## src/rtl/fir_pkg.sv

```systemverilog
// Shared types and defaults for the FIR datapath blocks.
package fir_pkg;

  localparam int DEFAULT_WIDTH  = 16;
  localparam int DEFAULT_N_TAPS = 16;

  typedef logic [DEFAULT_WIDTH-1:0] probka_t;

  typedef enum logic {
    CZYSC  = 1'b0,
    GOTOWY = 1'b1
  } stan_t;

endpackage

```

## src/rtl/licznik_petli.sv

```systemverilog
// Saturating tap-loop counter; reset_petla beats petla_en, outputs are registered
// copies of the next-state index so they move together with it.
module licznik_petli #(
  parameter int N_TAPS = 16,
  parameter int IDX_W  = $clog2(N_TAPS)
) (
  input  logic             clk,
  input  logic             rst_n,
  input  logic             petla_en,
  input  logic             reset_petla,
  output logic [IDX_W-1:0] wsp_adr,
  output logic             petla_full
);

  localparam logic [IDX_W-1:0] OSTATNI = IDX_W'(N_TAPS - 1);

  logic [IDX_W-1:0] k_nast;

  always_comb begin
    k_nast = wsp_adr;
    if (reset_petla) begin
      k_nast = '0;
    end else if (petla_en && (wsp_adr != OSTATNI)) begin
      k_nast = wsp_adr + 1'b1;
    end
  end

  always_ff @(posedge clk) begin
    if (!rst_n) begin
      wsp_adr    <= '0;
      petla_full <= 1'b0;
    end else begin
      wsp_adr    <= k_nast;
      petla_full <= (k_nast == OSTATNI);
    end
  end

endmodule

```

## src/rtl/fir_linia_opozniajaca.sv

```systemverilog
// Circular sample delay line: stores the last N_TAPS samples and replays them
// newest first, one per tap, with a zero-fill engine that clears the line.
module fir_linia_opozniajaca
  import fir_pkg::*;
#(
  parameter int WIDTH  = DEFAULT_WIDTH,
  parameter int N_TAPS = DEFAULT_N_TAPS,
  parameter int IDX_W  = $clog2(N_TAPS)
) (
  input  logic             clk,
  input  logic             rst_n,
  input  logic [WIDTH-1:0] probka_wej,
  input  logic             FSM_nowa_shift,
  input  logic             FSM_reset_shift,
  input  logic             FSM_petla_en,
  input  logic             FSM_reset_petla,
  output logic [WIDTH-1:0] probka_out,
  output logic [IDX_W-1:0] wsp_adr,
  output logic             Petla_full,
  output logic             zajety,
  output logic             zgubiona
);

  localparam logic [IDX_W-1:0] OSTATNI = IDX_W'(N_TAPS - 1);
  localparam logic [IDX_W:0]   N_EXT   = (IDX_W + 1)'(N_TAPS);

  stan_t            stan, stan_nast;
  logic [IDX_W-1:0] wr_ptr, wr_ptr_nast, fill_cnt, rd_adr;
  logic [IDX_W:0]   roznica;
  logic [WIDTH-1:0] mem [N_TAPS];
  logic             zapis_ok, zapis_stracony;
  logic             mem_we;
  logic [IDX_W-1:0] mem_adr;
  logic [WIDTH-1:0] mem_dane;

  licznik_petli #(
    .N_TAPS(N_TAPS),
    .IDX_W (IDX_W)
  ) u_licznik (
    .clk        (clk),
    .rst_n      (rst_n),
    .petla_en   (FSM_petla_en),
    .reset_petla(FSM_reset_petla),
    .wsp_adr    (wsp_adr),
    .petla_full (Petla_full)
  );

  always_ff @(posedge clk) begin
    if (!rst_n) begin
      stan <= CZYSC;
    end else begin
      stan <= stan_nast;
    end
  end

  always_comb begin
    stan_nast = stan;
    case (stan)
      CZYSC:   if (!FSM_reset_shift && (fill_cnt == OSTATNI)) stan_nast = GOTOWY;
      GOTOWY:  if (FSM_reset_shift) stan_nast = CZYSC;
      default: stan_nast = CZYSC;
    endcase
  end

  // A fill request in the same cycle as a write wins, so that sample is lost too.
  always_comb begin
    zajety         = (stan == CZYSC);
    zapis_ok       = (stan == GOTOWY) && FSM_nowa_shift && !FSM_reset_shift;
    zapis_stracony = FSM_nowa_shift && ((stan == CZYSC) || FSM_reset_shift);
    wr_ptr_nast    = (wr_ptr == OSTATNI) ? '0 : wr_ptr + 1'b1;
    mem_we         = zajety || zapis_ok;
    mem_adr        = zajety ? fill_cnt : wr_ptr_nast;
    mem_dane       = zajety ? '0 : probka_wej;
  end

  // Tap address wraps via a borrow check instead of a modulo, so any N_TAPS works.
  always_comb begin
    roznica = {1'b0, wr_ptr} - {1'b0, wsp_adr};
    if (roznica[IDX_W]) begin
      roznica = roznica + N_EXT;
    end
    rd_adr = roznica[IDX_W-1:0];
  end

  always_ff @(posedge clk) begin
    if (mem_we) begin
      mem[mem_adr] <= mem_dane;
    end
  end

  always_ff @(posedge clk) begin
    if (!rst_n) begin
      wr_ptr     <= OSTATNI;
      fill_cnt   <= '0;
      zgubiona   <= 1'b0;
      probka_out <= '0;
    end else begin
      if (FSM_reset_shift || (stan == GOTOWY) || (fill_cnt == OSTATNI)) begin
        fill_cnt <= '0;
      end else begin
        fill_cnt <= fill_cnt + 1'b1;
      end
      if (FSM_reset_shift) begin
        wr_ptr <= OSTATNI;
      end else if (zapis_ok) begin
        wr_ptr <= wr_ptr_nast;
      end
      if (zapis_stracony) begin
        zgubiona <= 1'b1;
      end
      probka_out <= zajety ? '0 : mem[rd_adr];
    end
  end

endmodule

```

## config.mk

```make
export PLATFORM = sky130hd
export DESIGN_NAME = fir_linia_opozniajaca
export DESIGN_NICKNAME = d
export VERILOG_FILES = /design/src/rtl/fir_pkg.sv /design/src/rtl/licznik_petli.sv /design/src/rtl/fir_linia_opozniajaca.sv
export SDC_FILE = /design/constraint.sdc
export NUM_CORES = 1
export LEC_CHECK = 0
export ABC_CLOCK_PERIOD_IN_PS = 5900
export BUFFER_PORTS_ARGS = -buffer_cell sky130_fd_sc_hd__buf_4
export CAP_MARGIN = 20
export CORE_UTILIZATION = 28
export DETAILED_ROUTE_END_ITERATION = 8
export PLACE_DENSITY_LB_ADDON = 0.05
export SLEW_MARGIN = 20
export SYNTH_ARGS = -nofsm -noshare
export SYNTH_HDL_FRONTEND = slang
export SYNTH_SLANG_ARGS = --single-unit
```

## constraint.sdc

```tcl
create_clock -name clk -period 5.9 [get_ports clk]
set_input_delay 0.295 -clock clk [delete_from_list [all_inputs] [get_ports clk]]
set_output_delay 0.295 -clock clk [all_outputs]
set_load 0.1 [all_outputs]
```

Yosys cells after proc, flatten, opt, wreduce, memory -nomap -nowiden
Memories as Yosys holds them, arrays and structs flattened. A register that Yosys moved wholly into a read port is not among the register bits.
Cells that the tools add are included.

operators by class
  $add $sub $neg = 5
  equal/unequal tests = 4
  muxes and demuxes = 11
  bitwise gates (word level) = 2
  reduce and logical (&&, ||, !) cells = 14

operators by type and width
  kind                   count
  $mux W4                5
  $add A4 B1 Y4 const B  4
  $mux W16               1
  $eq A4 B4 Y1 const B   3
  $logic_and A1 B1 Y1    5
  $sub A4 B4 Y5          1
  $logic_or A1 B1 Y1     4
  $mux W1                4
  $ne A4 B4 Y1 const B   1
  $reduce_or A2 Y1       2
  $logic_not A1 Y1       2
  $not A1 Y1             2
  $pmux W1 S2            1
  $reduce_and A2 Y1      1

storage, ports and cells
  register bits = 15
  RAM bits = 256
  output and inout port bits = 23
  logic and storage cells = 43
  memories = 1

memories
  memory  depth  width  rd ports  clocked after Yosys merged registers in  wr ports  line                         RTL
  mem     16     16     1         1                                        1         fir_linia_opozniajaca.sv:30  logic [WIDTH-1:0] mem [N_TAPS];

Longest topological paths before layout
Gate-level depths: netlist (run 1).

  word-level depth = 5
  mapped depth = 9

Hierarchy
Synthesis (run 1) repeated with hierarchy kept, for this count alone.

second synthesis, totals
  cell total of the unflattened synthesis = 549
  area, all modules = 11129.4 sq um

modules (own cells, without submodules)
  module                 times used  cells an instance  area an instance (sq um)  sequential area each (sq um)
  fir_linia_opozniajaca  1           522                10876.7                   8207.9
  licznik_petli          1           27                 252.7                     100.1

Worst setup path before layout (run 1)
Ideal clock, no wire load.

  kind = register -> register
  start point = register u_licznik.wsp_adr[0]
  end point = register probka_out[11] (read register of mem)
  data arrival time = 2.850 ns
  required time = 5.766 ns
  path slack = 2.916 ns
  stages on the path, launching flop included = 9
  buffers on the path = 2
  period minus slack after synthesis = 2.984 ns
  path through = dfxtp_1 > ha_1 > inv_1 > fa_1 > buf_4 > clkbuf_1 > mux4_2 > mux2i_1 > o22ai_1

between the ends
  word-level cells in the longest chain between the ends = 3

ends and longest elaborated chain
  element                   line                         RTL
  start: declaration        licznik_petli.sv:11          output logic [IDX_W-1:0] wsp_adr,
  start signal: assignment  licznik_petli.sv:33          wsp_adr <= k_nast;
  $sub A4 B4 Y5 (*)         fir_linia_opozniajaca.sv:78  roznica = {1'b0, wr_ptr} - {1'b0, wsp_adr};
  $add A4 B1 Y4             fir_linia_opozniajaca.sv:80  roznica = roznica + N_EXT;
  $mux W4 (*)               fir_linia_opozniajaca.sv:79  if (roznica[IDX_W]) begin
  end: declaration          fir_linia_opozniajaca.sv:17  output logic [WIDTH-1:0] probka_out,

Every way passes the cells marked *; elsewhere a longest branch is shown, timed or not.
A chain may end at the register's enable or synchronous reset.

Final worst setup path (run 1)
  start point = register u_licznik.wsp_adr[0]
  end point = register probka_out[13] (read register of mem)

The elaborated chain is that of the path after synthesis.

==> results of run 1 <==
cell type report:
cell class / count / area, um^2 / area share
Sequential cell: 287 / 8308 / 0.6267
Multi-Input combinational cell: 230 / 2716 / 0.2049
Clock buffer: 43 / 958.4 / 0.07229
Tap cell: 518 / 648.1 / 0.04889
Timing Repair Buffer: 58 / 435.4 / 0.03284
Clock inverter: 19 / 158.9 / 0.01199
Inverter: 8 / 30.03 / 0.002265
Antenna cell: 1 / 2.502 / 0.0001888
power groups by stage:
stage	Clock [mW]	Sequential [mW]	Combinational [mW]
3_3_place_gp	0	2.25	0.103
5_1_grt	2.24	2.20	0.109
3_5_place_dp	0	2.25	0.104
2_1_floorplan	0	2.25	0.0589
6_report	2.09	2.20	0.0998
4_1_cts	2.16	2.20	0.104
cell families after synthesis:
kind of cell	Yosys count
flops	287
mux	100
simple gates	79
compound gates	36
buf+inv	31
xor+xnor	8
fa+ha+maj	7
Yosys cell counts (3+ instances only):
library cell	number	area share
a21oi_1	3	0.0014
and2_1	17	0.0096
and3_1	4	0.0023
buf_2	8	0.0036
buf_4	3	0.0020
buf_6	6	0.0061
clkbuf_1	6	0.0020
dfxtp_1	31	0.056
edfxtp_1	256	0.69
ha_1	6	0.0068
inv_1	7	0.0024
mux2i_1	33	0.030
mux4_2	64	0.13
nand2_1	13	0.0044
nand3_1	10	0.0045
nor2_1	25	0.0085
nor2b_1	3	0.0017
o21ai_0	6	0.0027
o22ai_1	16	0.0090
xnor2_1	5	0.0039
sequential cells by signal (all words and copies together) (netlist names):
| name | flops |
|---|---|
| mem | 256 |
| probka_out | 16 |
| fill_cnt | 4 |
| u_licznik.wsp_adr | 4 |
| wr_ptr | 4 |
| stan | 1 |
| u_licznik.petla_full | 1 |
| zgubiona | 1 |
per-layer routing:
metal / vias up / wire length (um)
li1: 2372 / -
met1: 2851 / 13550
met2: 126 / 13060
met3: 35 / 1408
met4: 0 / 503
met5: - / 0
path summary, 6_finish.rpt:
path | start | to | slack, ps | depth (start not counted)
worst min register to register | zgubiona$_SDFFE_PN0P_ | zgubiona$_SDFFE_PN0P_ | 480 | 2
worst max-delay path | u_licznik.wsp_adr[0]$_SDFF_PN0_ | probka_out[13]$_SDFF_PN0_ | 2670 | 7
worst max register to register | u_licznik.wsp_adr[0]$_SDFF_PN0_ | probka_out[13]$_SDFF_PN0_ | 2670 | 7
worst min-delay path | rst_n | u_licznik.wsp_adr[3]$_SDFF_PN0_ | 50 | 2
worst max-delay path, delay by kind of cell (launching register included):
kind                     cells  cell delay (ps)
adder cells (fa/ha/maj)      2              970
multiplexers                 2              630
flip-flops                   1              500
AO/OA/AOI/OAI                1              110
buffers and inverters        2              840
==> summary.md, run 1 <==
| Metric | Value |
|---|---|
| Comb pwr share | `0.023` |
| Status | `complete, no violations` |
| Initial antenna violation count | `1` |
| Vias in the first global route | `5,844` |
| Routed length per instance | `24.50 um` |
| Min Clock Period, post-route | `3231 ps` |
| Die width | `201.1 um` |
| Filler-free cell count of the finished design | `1,164` |
| I/O Pins | `45` |
| Number of port buffers | `44` |
| CP max-delay cell | `fa_2` |
| Hold crit path type | `in -> reg` |
| Final wirelength | `28,520 um` |
| Routability Congestion | `0.7365` |
| Startpoint types | `register` |
| Setup violations, final | `0` |
| Via count | `5,384` |
| CP Capture Type | `register` |
| Core ar. | `38,920 um^2` |
| Pre-CTS setup slack | `2601 ps` |
| CTS Hold Bufs | `0` |
| Max-cap violations | `0` |
| Fin crit share | `0.5477` |
| Clock slew at reported path FFs | `60 ps` |
| Layout Nets | `649` |
| Cell chain of the critical path | `ha_4 -> inv_1 -> fa_2 -> buf_4 -> mux4_2 -> mux2i_1 -> o22ai_1` |
| DRC viols | `0` |
| Psw | `0.8758 mW` |
| Clock tree buffer depth | `3` |
| Pins over their slew limit | `0` |
| Total CTS buffers | `35` |
| Clock sinks | `287` |
| Final core utilization | `0.3407` |
| Fillers | `3,715` |
| Synth Area in Compound Gates | `0.02119` |
| CP max stage delay | `800 ps` |
| Clk_lat worst skew | `510 ps` |
| RSZ-0062 raised after global routing | `no` |
| Setup ws final | `2669 ps` |
| DRT antenna net count | `0` |
| Internal | `3.520 mW` |
| Final setup TNS | `0 ps` |
| Slew @ Worst Pin | `997.3 ps` |
| Synth Area in XOR/XNOR | `0.006988` |
| Adder-cell share of the synthesized area | `0.008566` |
| Detailed Routing Iterations Pass 1 | `4` |
| Asr flop ratio synth | `0` |
| H-tree depth | `2` |
| F_max | `309.5 MHz` |
| Ys flop type | `edfxtp_1` |
| Fin. Hold Viols | `0` |
| First-pass GRT wire length | `41,570 um` |
| Post-synthesis mux area share | `0.1631` |
| Initial Util | `0.2852` |
| Clock Power Share | `0.476` |
| GRT met2 Usage | `0.2247` |
| Met3 usage | `0.02494` |
| Clk root buf | `clkbuf_16` |
| Synth Net Count | `577` |
| Simple-gate share of the synthesized area | `0.03528` |
| Die area | `40,450 um^2` |
| Final Cell Area | `13,260 um^2` |
| Post-DP Area | `12,140 um^2` |
| GRT busiest layer | `met2` |
| Max Fanout on Critical Path | `52` |
| Iteration-0 DRC Markers | `330` |
| Sequential fraction of design power | `0.501` |
| CTS tree | `built` |
| Yosys warnings | `0` |
| Sequential area share after synthesis | `0.7484` |
| FF+latch count, synth | `287` |
| Post-CTS setup buffer count | `0` |
| Dpl cells | `1,101` |
| Hold_ws | `51.32 ps` |
| Worst vdd ir | `0.1717 mV` |
| Most frequent cells in the layout | `256 x edfxtp_1, 64 x mux4_2, 58 x buf_4` |
| Gr ovfl total | `0` |
| PostCTS Resize Cnt | `0` |
| Largest family of logic cells by synthesized area | `multiplexers` |
| Critical Path AT | `3600 ps` |
| Distinct cell type count after synthesis | `39` |
| Final setup skew | `14.90 ps` |
| Row cnt | `72` |
| Area delta synth->final | `19.43%` |
| Die Ht | `201.1 um` |
| Leakage | `4.904 nW` |
| Synth Area per Inst | `20.26 um^2` |
| Max-slew headroom | `0.3351` |
| Layout cells sized above 1 | `0.3023` |
| Overall power | `4.396 mW` |
| Tot GR Track Use | `0.1448` |
| DP HPWL | `15,750 um` |
| Sw Ratio | `0.1992` |
| Vias/cell | `4.625` |
| Leading cell type in the layout, fill and taps excluded | `edfxtp_1` |
| Met1 usage | `0.2084` |
| Mapped Area | `11,100 um^2` |
| PwrDens | `331.6 nW/um^2` |
| Largest net degree at the start of global routing | `53` |
| Post-synth EDFFs | `256` |
| Setup CP Type | `reg -> reg` |
| CP required | `6270 ps` |
| Mapped Cells | `548` |
(Power assumes the default switching activity.)
==> inputs of run 2 (changes only) <==
Settings changed: ABC_CLOCK_PERIOD_IN_PS 5900 to 3200.
Clock period 5.9 ns to 3.2 ns, I/O delays scaled along.
==> summary.md, run 2 (synthesis gave the netlist of run 1 again) <==
| Metric | Value |
|---|---|
| Status | `complete, no violations` |
| F_max | `367.8 MHz` |
| CTS tree | `built` |
| Routed length per instance | `23.96 um` |
| Post-CTS setup buffer count | `0` |
| Worst Reg-to-Reg Cells | `7` |
| Sequential fraction of design power | `0.516` |
| Pins over their slew limit | `0` |
| Setup ws final | `480.9 ps` |
| Sw Ratio | `0.2000` |
| Hold crit path type | `in -> reg` |
| Area delta synth->final | `21.04%` |
| Number of port buffers | `44` |
| I/O Pins | `45` |
| Max Fanout on Critical Path | `41` |
| Clock slew at reported path FFs | `60 ps` |
| FF-to-FF Start | `u_licznik.wsp_adr[0]$_SDFF_PN0_` |
| Max-cap violations | `0` |
| Leakage | `5.036 nW` |
| Largest net degree at the start of global routing | `42` |
| Detailed Routing Iterations Pass 1 | `5` |
| Die Ht | `201.1 um` |
| Leading cell type in the layout, fill and taps excluded | `edfxtp_1` |
| First-pass GRT wire length | `41,940 um` |
| Fin crit share | `0.8497` |
| Clk_lat worst skew | `500 ps` |
| RSZ-0062 raised after global routing | `no` |
| Max-slew headroom | `0.5528` |
| Routability Congestion | `0.7293` |
| Slew @ Worst Pin | `670.9 ps` |
| Gr ovfl total | `0` |
| Comb pwr share | `0.025` |
| Largest register FFs | `256` |
| Initial Util | `0.2852` |
| Core ar. | `38,920 um^2` |
| Final setup skew | `11.91 ps` |
| Iteration-0 DRC Markers | `228` |
| Critical Path AT | `3070 ps` |
| Clock sinks | `287` |
| Top reg by flops | `mem` |
| Die width | `201.1 um` |
| CP required | `3550 ps` |
| Fillers | `3,680` |
| Layout Nets | `673` |
| CP max stage delay | `780 ps` |
| Psw | `1.574 mW` |
| Min Clock Period, post-route | `2719 ps` |
| Final wirelength | `28,470 um` |
| Post-DP Area | `12,310 um^2` |
| Internal | `6.298 mW` |
| Clock tree buffer depth | `3` |
| Total CTS buffers | `35` |
| PostCTS Resize Cnt | `0` |
| End point of the critical path | `probka_out[11]$_SDFF_PN0_` |
| Setup violations, final | `0` |
| Fin. Hold Viols | `0` |
| Layout cells sized above 1 | `0.3179` |
| Cell chain of the critical path | `ha_4 -> inv_1 -> fa_2 -> buf_12 -> mux4_2 -> mux2i_1 -> o22ai_1` |
| Pre-CTS setup slack | `434.2 ps` |
| Reg2reg end | `probka_out[11]$_SDFF_PN0_` |
| Clk root buf | `clkbuf_16` |
| Antenna cells | `0` |
| Vias in the first global route | `6,043` |
| Cell family with the largest share of critical-path delay | `adder cells` |
| Setup CP Type | `reg -> reg` |
| H-tree depth | `2` |
| Tot GR Track Use | `0.1439` |
| Critical path depth | `7` |
| Largest regs | `mem (256), probka_out (16)` |
| Initial antenna violation count | `0` |
| Final setup TNS | `0 ps` |
| Clock Power Share | `0.458` |
| Worst vdd ir | `0.2902 mV` |
| Vias/cell | `4.592` |
| Row cnt | `72` |
| R2r setup slk | `480 ps` |
| Most frequent cells in the layout | `256 x edfxtp_1, 68 x buf_4, 64 x mux4_2` |
| PwrDens | `585.8 nW/um^2` |
| Via count | `5,455` |
| Die area | `40,450 um^2` |
| CP Capture Type | `register` |
| DP HPWL | `17,120 um` |
| Final Cell Area | `13,440 um^2` |
| CP Launch Point | `u_licznik.wsp_adr[0]$_SDFF_PN0_` |
| DRC viols | `0` |
| Startpoint types | `register` |
| DRT antenna net count | `0` |
| Worst Path Buf+Inv | `2` |
| CP max-delay cell | `fa_2` |
[run 2: cell count changes in the layout (fill, tap and decap cells not counted), moves of 3 or more]
cell	before	now
nor2_4	8	0
dlygate4sd3_1	0	7
bufinv_16	3	0
clkinv_1	11	7
nor2_2	8	16
clkbuf_1	5	9
buf_12	0	7
clkinv_2	4	8
buf_4	58	68
[run 2: routing by layer]
| layer | vias to the layer above | track usage | part of all wire |
|---|---|---|---|
| met5 | - | 0 | 0 |
| met2 | 127 | 0.2469 | 0.50 |
| met3 | 35 | 0.02446 | 0.038 |
| met4 | 0 | 0.04062 | 0.021 |
| met1 | 2870 | 0.1869 | 0.44 |
| li1 | 2423 | - | - |
[run 2: through the flow]
stage / utilization / cells / total power [mW] / hold WS, ps
after floorplan: - / 548 / 4.262 / 281.7
after global placement: 0.3164 / 1118 / 4.342 / 421.6
after detailed placement: 0.3164 / 1118 / 4.344 / 426.2
after CTS: 0.3453 / 1188 / 7.998 / 308.0
after global routing: 0.3453 / 1188 / 8.144 / 334.7
final: 0.3453 / 1188 / 7.872 / 323.0
[run 2: how the worst min path moves through the flow]
stage | start | slack, ps | cells past startpoint | endpoint
2_1_floorplan | rst_n | 280 | 1 | u_licznik.wsp_adr[3]$_SDFF_PN0_
3_3_place_gp | rst_n | 420 | 2 | u_licznik.wsp_adr[3]$_SDFF_PN0_
3_5_place_dp | rst_n | 430 | 2 | u_licznik.wsp_adr[3]$_SDFF_PN0_
4_1_cts | probka_wej[1] | 310 | 2 | mem[12][1]$_DFFE_PP_
5_1_grt | probka_wej[1] | 330 | 2 | mem[8][1]$_DFFE_PP_
6_report | probka_wej[1] | 320 | 2 | mem[8][1]$_DFFE_PP_
[run 2: worst register-to-register path: stages (launching register included)]
cell and delay (ps):
dfxtp_1 520, ha_4 180, inv_1 60, fa_2 780
buf_12 320, mux4_2 370, mux2i_1 210, o22ai_1 140
[run 2: timing repair]
| item | 4_1_cts | 5_1_grt |
|---|---|---|
| hold buffers | 7 | 0 |
| setup endpoints to repair | 0 | 0 |
| hold endpoints to repair | 9 | 0 |
[run 2: area by class of cell]
type,count,area [um^2],share of cell area
inverters,8,30.03,0.002235
multi-input cells,230,2676,0.1992
flip-flops and latches,287,8308,0.6183
clock inverters,15,66.31,0.004935
repair buffers,82,720.7,0.05364
well taps,518,648.1,0.04824
clock buffers,48,987.2,0.07347
[run 2: power by group through the flow]
stage | logic [mW] | registers [mW] | clock network (mW)
6_report | 0.198 | 4.07 | 3.61
5_1_grt | 0.214 | 4.07 | 3.87
4_1_cts | 0.206 | 4.06 | 3.73
3_5_place_dp | 0.200 | 4.14 | 0
3_3_place_gp | 0.200 | 4.14 | 0
2_1_floorplan | 0.109 | 4.15 | 0
